===== src/rtl/pipe_hazard_ctrl.sv =====
// Stall/flush sequencer for the in-order pipeline: arbitrates hazard sources
// into stall, bubble, flush and redirect controls and counts fetch stalls.
//
// Ports:
//   clk_i, rst_i        clock (rising edge), asynchronous active-high reset
//   icache_miss_i       fetch has no valid instruction this cycle
//   load_use_i          decode depends on the load currently in exec
//   dcache_miss_i       memory stage waiting (level)
//   branch_taken_i      exec resolved a taken branch, target in branch_target_i
//   exception_i         exec raised an exception
//   clear_cnt_i         synchronous clear of stall_cnt_o
//   stall_*_o/bubble_*_o latch controls; flush_o clears both latches
//   redirect_o/_pc_o    PC redirect request and target (0 when idle)
//   stall_cnt_o         saturating count of cycles with stall_fetch_o=1
module pipe_hazard_ctrl #(
    parameter int               XLEN       = 32,
    parameter logic [XLEN-1:0]  EXC_VEC    = 'h2000,
    parameter int               FLUSH_LEN  = 1,
    parameter int               LU_BUBBLES = 1,
    parameter int               CNT_W      = 32
) (
    input  logic             clk_i,
    input  logic             rst_i,
    input  logic             icache_miss_i,
    input  logic             load_use_i,
    input  logic             dcache_miss_i,
    input  logic             branch_taken_i,
    input  logic [XLEN-1:0]  branch_target_i,
    input  logic             exception_i,
    input  logic             clear_cnt_i,
    output logic             stall_fetch_o,
    output logic             bubble_dec_o,
    output logic             stall_dec_o,
    output logic             bubble_exec_o,
    output logic             stall_exec_o,
    output logic             flush_o,
    output logic             redirect_o,
    output logic [XLEN-1:0]  redirect_pc_o,
    output logic [CNT_W-1:0] stall_cnt_o
);

    localparam int MAXN = (FLUSH_LEN > LU_BUBBLES) ? FLUSH_LEN : LU_BUBBLES;
    localparam int CW   = (MAXN > 2) ? $clog2(MAXN) : 1;

    typedef enum logic [1:0] {
        RUN,
        LU_STALL,
        MEM_STALL,
        FLUSH
    } state_t;

    state_t           state_q, state_d;
    logic [CW-1:0]    cnt_q, cnt_d;
    logic [CNT_W-1:0] scnt_q, scnt_d;

    logic             sf, bd, sd, be, se, fl, rd;
    logic [XLEN-1:0]  rpc;

    always_comb begin
        state_d = state_q;
        cnt_d   = cnt_q;
        sf      = 1'b0;
        bd      = 1'b0;
        sd      = 1'b0;
        be      = 1'b0;
        se      = 1'b0;
        fl      = 1'b0;
        rd      = 1'b0;
        rpc     = '0;
        unique case (state_q)
            RUN, LU_STALL: begin
                if (exception_i || branch_taken_i) begin
                    fl  = 1'b1;
                    rd  = 1'b1;
                    rpc = exception_i ? EXC_VEC : branch_target_i;
                    if (FLUSH_LEN > 1) begin
                        state_d = FLUSH;
                        cnt_d   = CW'(FLUSH_LEN - 2);
                    end else begin
                        state_d = RUN;
                    end
                end else if (dcache_miss_i) begin
                    // Pending load-use bubbles are dropped: the miss
                    // already holds decode until exec moves again.
                    sf      = 1'b1;
                    sd      = 1'b1;
                    se      = 1'b1;
                    state_d = MEM_STALL;
                end else if (state_q == LU_STALL) begin
                    sf = 1'b1;
                    sd = 1'b1;
                    be = 1'b1;
                    if (cnt_q == '0) state_d = RUN;
                    else             cnt_d   = cnt_q - CW'(1);
                end else if (load_use_i) begin
                    sf = 1'b1;
                    sd = 1'b1;
                    be = 1'b1;
                    if (LU_BUBBLES > 1) begin
                        state_d = LU_STALL;
                        cnt_d   = CW'(LU_BUBBLES - 2);
                    end
                end else if (icache_miss_i) begin
                    sf = 1'b1;
                    bd = 1'b1;
                end
            end
            MEM_STALL: begin
                // Exec is frozen, so redirects cannot be resolved here.
                sf = dcache_miss_i;
                sd = dcache_miss_i;
                se = dcache_miss_i;
                if (!dcache_miss_i) state_d = RUN;
            end
            FLUSH: begin
                fl = 1'b1;
                if (cnt_q == '0) state_d = RUN;
                else             cnt_d   = cnt_q - CW'(1);
            end
            default: state_d = RUN;
        endcase
    end

    always_comb begin
        scnt_d = scnt_q;
        if (clear_cnt_i)
            scnt_d = '0;
        else if (stall_fetch_o && scnt_q != '1)
            scnt_d = scnt_q + CNT_W'(1);
    end

    always_ff @(posedge clk_i or posedge rst_i) begin
        if (rst_i) begin
            state_q <= RUN;
            cnt_q   <= '0;
            scnt_q  <= '0;
        end else begin
            state_q <= state_d;
            cnt_q   <= cnt_d;
            scnt_q  <= scnt_d;
        end
    end

    // Outputs are gated so that reset overrides any input pattern.
    assign stall_fetch_o = sf & ~rst_i;
    assign bubble_dec_o  = bd & ~rst_i;
    assign stall_dec_o   = sd & ~rst_i;
    assign bubble_exec_o = be & ~rst_i;
    assign stall_exec_o  = se & ~rst_i;
    assign flush_o       = fl & ~rst_i;
    assign redirect_o    = rd & ~rst_i;
    assign redirect_pc_o = rst_i ? '0 : rpc;
    assign stall_cnt_o   = scnt_q;

endmodule


===== config.mk =====
export PLATFORM = sky130hd
export DESIGN_NAME = pipe_hazard_ctrl
export DESIGN_NICKNAME = d
export VERILOG_FILES = /design/src/rtl/pipe_hazard_ctrl.sv
export SDC_FILE = /design/constraint.sdc
export NUM_CORES = 1
export LEC_CHECK = 0
export ABC_AREA = 0
export CAP_MARGIN = 25
export CORE_MARGIN = 1
export CORE_UTILIZATION = 42
export CTS_BUF_LIST = sky130_fd_sc_hd__clkbuf_4
export DETAILED_ROUTE_END_ITERATION = 16
export GPL_ROUTABILITY_DRIVEN = 0
export PLACE_DENSITY = 0.91
export SYNTH_ARGS = -nofsm -noshare
export SYNTH_HDL_FRONTEND = slang
export SYNTH_SLANG_ARGS = --single-unit

===== constraint.sdc =====
create_clock -name clk_i -period 2.8 [get_ports clk_i]
set_input_delay 0.28 -clock clk_i [delete_from_list [all_inputs] [get_ports clk_i]]
set_output_delay 0.28 -clock clk_i [all_outputs]
set_load 0.02 [all_outputs]

== Word-level counts from Yosys, hierarchy flattened ==
Cells that the tools add are included.

* Add/subtract/negate cells: 2
* Reductions and logical operators: 8
* Bitwise logic cells: 8
* Muxes and demuxes: 42
* Eq/ne operators: 9

{| class="wikitable"
|+ Operator list
! cell !! count
|-
| 32-bit 2-to-1 mux || 6
|-
| 32-bit by 1-bit adder with 32-bit output, second input constant || 1
|-
| 32-bit != test, second input constant || 1
|-
| 1-bit 2-to-1 mux || 25
|-
| 2-bit 2-to-1 mux || 5
|-
| 1-bit one-hot mux with 2 select lines || 5
|-
| 2-bit != test, second input constant || 4
|-
| 1-bit AND || 7
|-
| 2-bit one-hot mux with 3 select lines || 1
|-
| 2-bit == test, second input constant || 2
|-
| 4-bit != test, second input constant || 1
|-
| 4-bit AND reduction || 1
|-
| 2-bit nonzero test || 2
|-
| 2-bit by 1-bit == test with 1-bit output, second input constant || 1
|-
| 2-bit zero test || 1
|-
| 2-bit AND reduction || 1
|-
| 2-bit OR reduction || 1
|-
| 1-bit logical AND || 1
|-
| 1-bit logical OR || 1
|-
| 1-bit inverter || 1
|-
| 1-bit subtractor, second input constant || 1
|}

* Flip-flop bits (word level): 35
* Output and inout port bits: 71

== Logic depth before layout (Yosys ltp) ==
Gate-level depths: netlist (run 1).

* Word-level depth: 10
* Gate-level depth with buffers: 7

== Least setup slack after synthesis (run 1) ==
No wires, ideal clock.

* Path kind: register to register
* Start point: register scnt_q[0] (netlist: stall_cnt_o[0])
* End point: register scnt_q[21] (netlist: stall_cnt_o[21])
* Path buffers: 1
* Cell stages (with the launch flop): 8
* Setup slack: 0.628 ns
* Data arrival time: 2.045 ns
* Setup time: 0.128 ns
* Path through: dfrtp_1 > ha_1 > nand4_1 > or3_1 > buf_4 > o311ai_4 > nor3_1 > mux2_1

* Longest elaborated chain between the ends: 3
* Elaborated cells on any way between the ends: 6
* Classes of those cells: add/sub (1); eq/ne (1); mux (2); reduce/logical (2)

{| class="wikitable"
|+ Ends and longest elaborated chain
! element !! line !! RTL
|-
| start: declaration || 54 || <nowiki>logic [CNT_W-1:0] scnt_q, scnt_d;</nowiki>
|-
| start signal: assignment || 140 || <nowiki>scnt_q <= scnt_d;</nowiki>
|-
| 32-bit by 1-bit adder with 32-bit output / 32-bit != test (equally long branches) || 129, 128 ||
|-
| 32-bit 2-to-1 mux / 1-bit logical AND (equally long branches) || 128 || <nowiki>else if (stall_fetch_o && scnt_q != '1)</nowiki>
|-
| 32-bit 2-to-1 mux / 2-bit nonzero test (equally long branches) || n/a ||
|}

Several ways; a longest one is shown, not always the timed one. The select of a mux whose other input is x is not followed.
A chain may end at the register's enable or synchronous reset.

== Final worst setup path (run 1) ==
* Start point: input rst_i
* End point: output redirect_pc_o[0]

* Longest elaborated chain between the ends: 1

{| class="wikitable"
|+ Ends and longest elaborated chain
! element !! line !! RTL
|-
| start: declaration || 23 || <nowiki>input logic rst_i,</nowiki>
|-
| 32-bit 2-to-1 mux || 152 || <nowiki>assign redirect_pc_o = rst_i ? '0 : rpc;</nowiki>
|-
| end: declaration || 38 || <nowiki>output logic [XLEN-1:0] redirect_pc_o,</nowiki>
|}

No other way between the ends.

==> metrics, run 1 <==
clk root buf=clkbuf_4; Synth Area per Inst=8.63 µm²; Cell Area, Synth=0.00220 mm²; post-detail-place hpwl=5080 µm; crit-path cells=clkdlybuf4s50_1 -> nor2_1 -> o21ai_0 -> nor2_1 -> buf_4 -> and2_1 -> clkdlybuf4s50_1; Primary FF master, synth=dfrtp_1; # Max-Cap Violations=0; endpoints failing hold=0; Sink Count=33; I/O pins=~110; setup TNS=0 ns; Unique masters post-synth=40; n_diodes=0; CORE AREA=0.00488 mm²; Vias/cell=5.42; area leader, netlist=dfrtp_1; pwr dens=between 200 and 300 mW/mm²; ranking of synthesized cells by area=dfrtp_1, and2_1, or3_1, o21ai_0, a21oi_1; placed cell count=roughly 430; row count=25; Syn. warnings=0; initial antenna violation count=0; Detail Route Antenna Nets=0; commonest cells in the synthesized netlist=dfrtp_1, and2_1, o21ai_0; WHS=0.488 ns; port bufs=110; CP Class=input port to output port; relative slew slack=57.4%; critical path's largest stage delay=0.61 ns; Syn Nets=296; peak supply drop=0.239 mV; non-filler cells, final=433; PostCTS Resize Cnt=0; Worst EP required=2.52 ns; CP Capture Type=output port; status=complete, no violations; Seq/Total Area, Yosys=37.5%; Async S/R FF share, synth=100%; TritonCTS clock tree=done; Die X=74.4 µm; min Tclk post-route=2.57 ns; CP Max Fanout=31; Max clock buf depth=2; Area Overhead vs Synth=55.9%; CTS Hold Buffers Added=0; crit path launch type=input port; GR Overflow Total=0; Worst Path Arrival=around 2.3 ns; Die Area=roughly 0.0055 mm²; Yosys top cell area share=37.5%; DRC=0; first-pass GRT wire length=10100 µm; clk slew on worst S/H paths=0.09 ns; Setup violations, final=0; Global Route Usage Sum=24.1%; Cells after Synth=255; # fillers=385; top-count cell post-synth=dfrtp_1; final WL=approximately 6600 µm; unrepaired setup endpoints after global routing=false; share of layout cells above drive strength 1=6.56%; vias in the first global route=2108; fin nets=407; Avg WL per Cell=15.3 µm; Pleak=between 1 and 1.5 nW; total CTS buffers=5; via count of the routed design=2349; TritonRoute pass-1 iters=4; register bit total from synthesis=33; initial drt markers=216; largest net degree at the start of global routing=32; final-report max-slew violation count=0; # Post-CTS Setup Buffers=0; fmax=389 MHz; Initial Util=45.1%; CTS HTree Levels=2; Hold Path Class=input port to asynchronous set/reset pin; slowest cell on the critical path=clkdlybuf4s50_1; Post-synth EDFFs=0; clk_skew=0.00593 ns; worst skew pair latency=0.34 ns; Die H=between 70 and 80 µm; worst slew pin tran=0.638 ns; period utilization=91.9%
==> cells in the final DEF (no fill, tap or decap), types with 5 or more instances in the layout <==
cell type	instances
nor2b_1	5
nor3_1	5
and3_1	5
nand4_1	10
inv_1	8
o21ai_0	23
nor2_1	22
nand3_1	9
and4_1	5
or3_1	22
clkbuf_4	6
dfrtp_1	33
clkdlybuf4s50_1	110
nand2_1	10
a21oi_1	21
and2_1	31
==> registers in the layout, indices dropped and copies added, names as in the netlist <==
register and cells:
stall_cnt_o 32, state_q 1
==> through the flow <==
| stage | setup WS (ns) | instance area, µm² | util, % | total power [W] |
|---|---|---|---|---|
| finish | 0.228 | 3430 | 70.3 | 0.000940 |
| detailed placement | 0.229 | 3380 | 69.3 | 0.000696 |
| global route | 0.0766 | 3430 | 70.3 | 0.000987 |
| CTS | 0.211 | 3430 | 70.3 | 0.000949 |
| global placement | 0.294 | 3380 | 69.3 | 0.000692 |
| floorplan | 0.628 | 2200 | - | 0.000578 |
==> logic make-up after synthesis <==
kind of cell,synth area share [%]
buffers and inverters,3.81
AO/OA/AOI/OAI,16.3
adder cells (fa/ha/maj),0.568
multiplexers,2.50
XOR/XNOR,2.39
AND/OR/NAND/NOR,36.9
flip-flops,37.5
==> per-layer routing <==
layer  routed length [µm]  part of all wire [%]  track usage [%]
met2                 3240                    49             39.0
met5                    0                     0                0
met1                 2850                    43             32.1
met3                  410                   6.2             4.47
met4                  116                   1.8             9.22
==> layout make-up <==
cell class | instances | area [µm²] | share of cell area [%]
Timing Repair Buffer | 115 | 1150 | 33.6
Sequential cell | 33 | 826 | 24.1
Tap cell | 67 | 83.8 | 2.44
Clock inverter | 1 | 3.75 | 0.109
Clock buffer | 6 | 45.0 | 1.31
Inverter | 8 | 30.0 | 0.875
Multi-Input combinational cell | 203 | 1290 | 37.6
==> final timing paths <==
path	start	endpoint	slack [ns]	depth (start not counted)
max	rst_i	redirect_pc_o[0]	0.23	7
min	rst_i	stall_cnt_o[23]	0.49	2
max reg2reg	stall_cnt_o[0]	stall_cnt_o[21]	0.38	6
min reg2reg	stall_cnt_o[28]	stall_cnt_o[28]	0.58	2
max in group asynchronous	rst_i	stall_cnt_o[7]	1.78	3
min in group clk_i	stall_cnt_o[28]	stall_cnt_o[28]	0.58	2
==> critical path, delay by kind of cell <==
family	cells	cell delay (ns)
AO/OA/AOI/OAI	1	0.16
buffers and inverters	3	1.37
AND/OR/NAND/NOR	3	0.47
==> power breakdown <==
group / switching, W / leakage (nW) / internal, W / total (W)
Sequential: 0.00000371 / 0.460 / 0.000479 / 0.000482
Combinational: 0.0000936 / 0.821 / 0.000110 / 0.000204
Clock: 0.000154 / 0.0292 / 0.000101 / 0.000254
Total: 0.000251 / 1.31 / 0.000690 / 0.000940
Power figures use the tool's default switching activity.
==> run 2: changes to the inputs <==
Settings changed: PLACE_DENSITY 0.91 to 0.82.
==> metrics, run 2 (synthesized netlist as in run 1, its figures left out) <==
endpoints failing hold=0; fin nets=407; Detail Route Antenna Nets=0; CORE AREA=0.00488 mm²; worst slew pin tran=0.521 ns; Die H=74.4 µm; # Max-Cap Violations=0; Setup violations, final=0; via count of the routed design=2351; I/O pins=111; initial drt markers=109; DRC=0; Sink Count=33; row count=25; placed cell count=around 430; Vias/cell=5.43; clk root buf=clkbuf_4; GR Overflow Total=0; pwr dens=roughly 280 mW/mm²; Initial Util=45.1%; final WL=between 6000 and 7000 µm; P_sw=0.000259 W; CP Capture Type=output port; slowest cell on the critical path=clkdlybuf4s50_1; Global Route Usage Sum=a little under a quarter; Area Overhead vs Synth=55.3%; CTS HTree Levels=2; relative slew slack=65.0%; first-pass GRT wire length=just under 10000 µm; critical path's largest stage delay=roughly 0.6 ns; clk slew on worst S/H paths=0.10 ns; Hold Path Class=input port to asynchronous set/reset pin; CTS Hold Buffers Added=0; clk_skew=0.00544 ns; share of layout cells above drive strength 1=6.56%; Internal=approximately 0.00069 W; crit path launch type=input port; setup TNS=0 ns; Seq pwr share=50.9%; post-detail-place hpwl=4870 µm; CP Class=input port to output port; final-report max-slew violation count=0; largest net degree at the start of global routing=32; TritonCTS clock tree=done; most frequent cells in the layout=clkdlybuf4s50_1, dfrtp_1, and2_1; PostCTS Resize Cnt=0; Worst Path Arrival=2.23 ns; Clk pwr share=28.0%; n_diodes=0; fmax=398 MHz; peak supply drop=0.261 mV; max FFs per register=32; CP delay by family, top=buffers and inverters; vias in the first global route=2106; non-filler cells, final=roughly 430; crit-path cells=clkdlybuf4s50_1 -> nor2_1 -> o21ai_0 -> nor2_1 -> buf_4 -> and2_1 -> clkdlybuf4s50_1; TritonRoute pass-1 iters=4; Critical path buffers and inverters=3; Pleak=between 1 and 1.5 nW; Die Area=~0.0055 mm²; worst skew pair latency=0.35 ns; status=complete, no violations; port bufs=110; initial antenna violation count=0; Worst EP required=roughly 2.5 ns; period utilization=between 80% and 90%; # fillers=405; part of the power in combinational logic=21.1%; total CTS buffers=5; Avg WL per Cell=14.5 µm; # Post-CTS Setup Buffers=0; Die X=74.4 µm; min Tclk post-route=2.51 ns; switching share of power=27.4%; CP Max Fanout=31; unrepaired setup endpoints after global routing=false; Max clock buf depth=2; commonest non-fill, non-tap cell in the layout=clkdlybuf4s50_1
==> run 2: cell counts in the layout (fill, tap and decap cells not counted) <==
Identical to the previous run, type by type.
==> run 2: worst paths after layout <==
check | from | slack [ns] | endpoint | depth (start not counted)
max reg2reg | stall_cnt_o[0] | 0.42 | stall_cnt_o[21] | 6
min in group clk_i | stall_cnt_o[28] | 0.59 | stall_cnt_o[28] | 2
min | rst_i | 0.39 | stall_cnt_o[23] | 2
min reg2reg | stall_cnt_o[28] | 0.59 | stall_cnt_o[28] | 2
max | rst_i | 0.29 | redirect_pc_o[21] | 7
max in group asynchronous | rst_i | 1.75 | stall_cnt_o[12] | 3
==> run 2: power groups by stage <==
stage	Clock [W]	Combinational (W)	Sequential (W)
6_report	0.000265	0.000200	0.000482
5_1_grt	0.000289	0.000215	0.000483
4_1_cts	0.000267	0.000203	0.000482
3_5_place_dp	0	0.000203	0.000492
3_3_place_gp	0	0.000199	0.000492
2_1_floorplan	0	0.0000852	0.000493
==> run 2: layout make-up <==
| class | count | area, µm² | share of cell area (%) |
|---|---|---|---|
| clock inverter | 1 | 3.75 | 0.110 |
| inverter | 8 | 30.0 | 0.878 |
| tap | 67 | 83.8 | 2.45 |
| clock buffer | 6 | 45.0 | 1.32 |
| sequential | 33 | 826 | 24.2 |
| timing repair buffer | 115 | 1140 | 33.3 |
| multi-input combinational | 203 | 1290 | 37.8 |
==> run 2: per-stage QoR <==
| step | hold WS (ns) | cell area (µm²) | utilization, % | total power [W] | setup WS, ns |
|---|---|---|---|---|---|
| floorplan | 0.409 | 2200 | - | 0.000578 | 0.628 |
| global placement | 0.562 | 3370 | 69.1 | 0.000691 | 0.320 |
| detailed placement | 0.573 | 3370 | 69.1 | 0.000694 | 0.259 |
| CTS | 0.406 | 3420 | 70.1 | 0.000953 | 0.254 |
| global route | 0.428 | 3420 | 70.1 | 0.000987 | 0.0880 |
| finish | 0.395 | 3420 | 70.1 | 0.000947 | 0.287 |
==> run 2: metal layers <==
metal	track usage [%]	vias up	wire length, µm	share of wire (%)
met5	0	-	0	0
met4	6.92	0	91	1.4
met2	39.0	87	3150	50
li1	-	1147	-	-
met1	27.9	1104	2550	41
met3	7.18	13	497	7.9
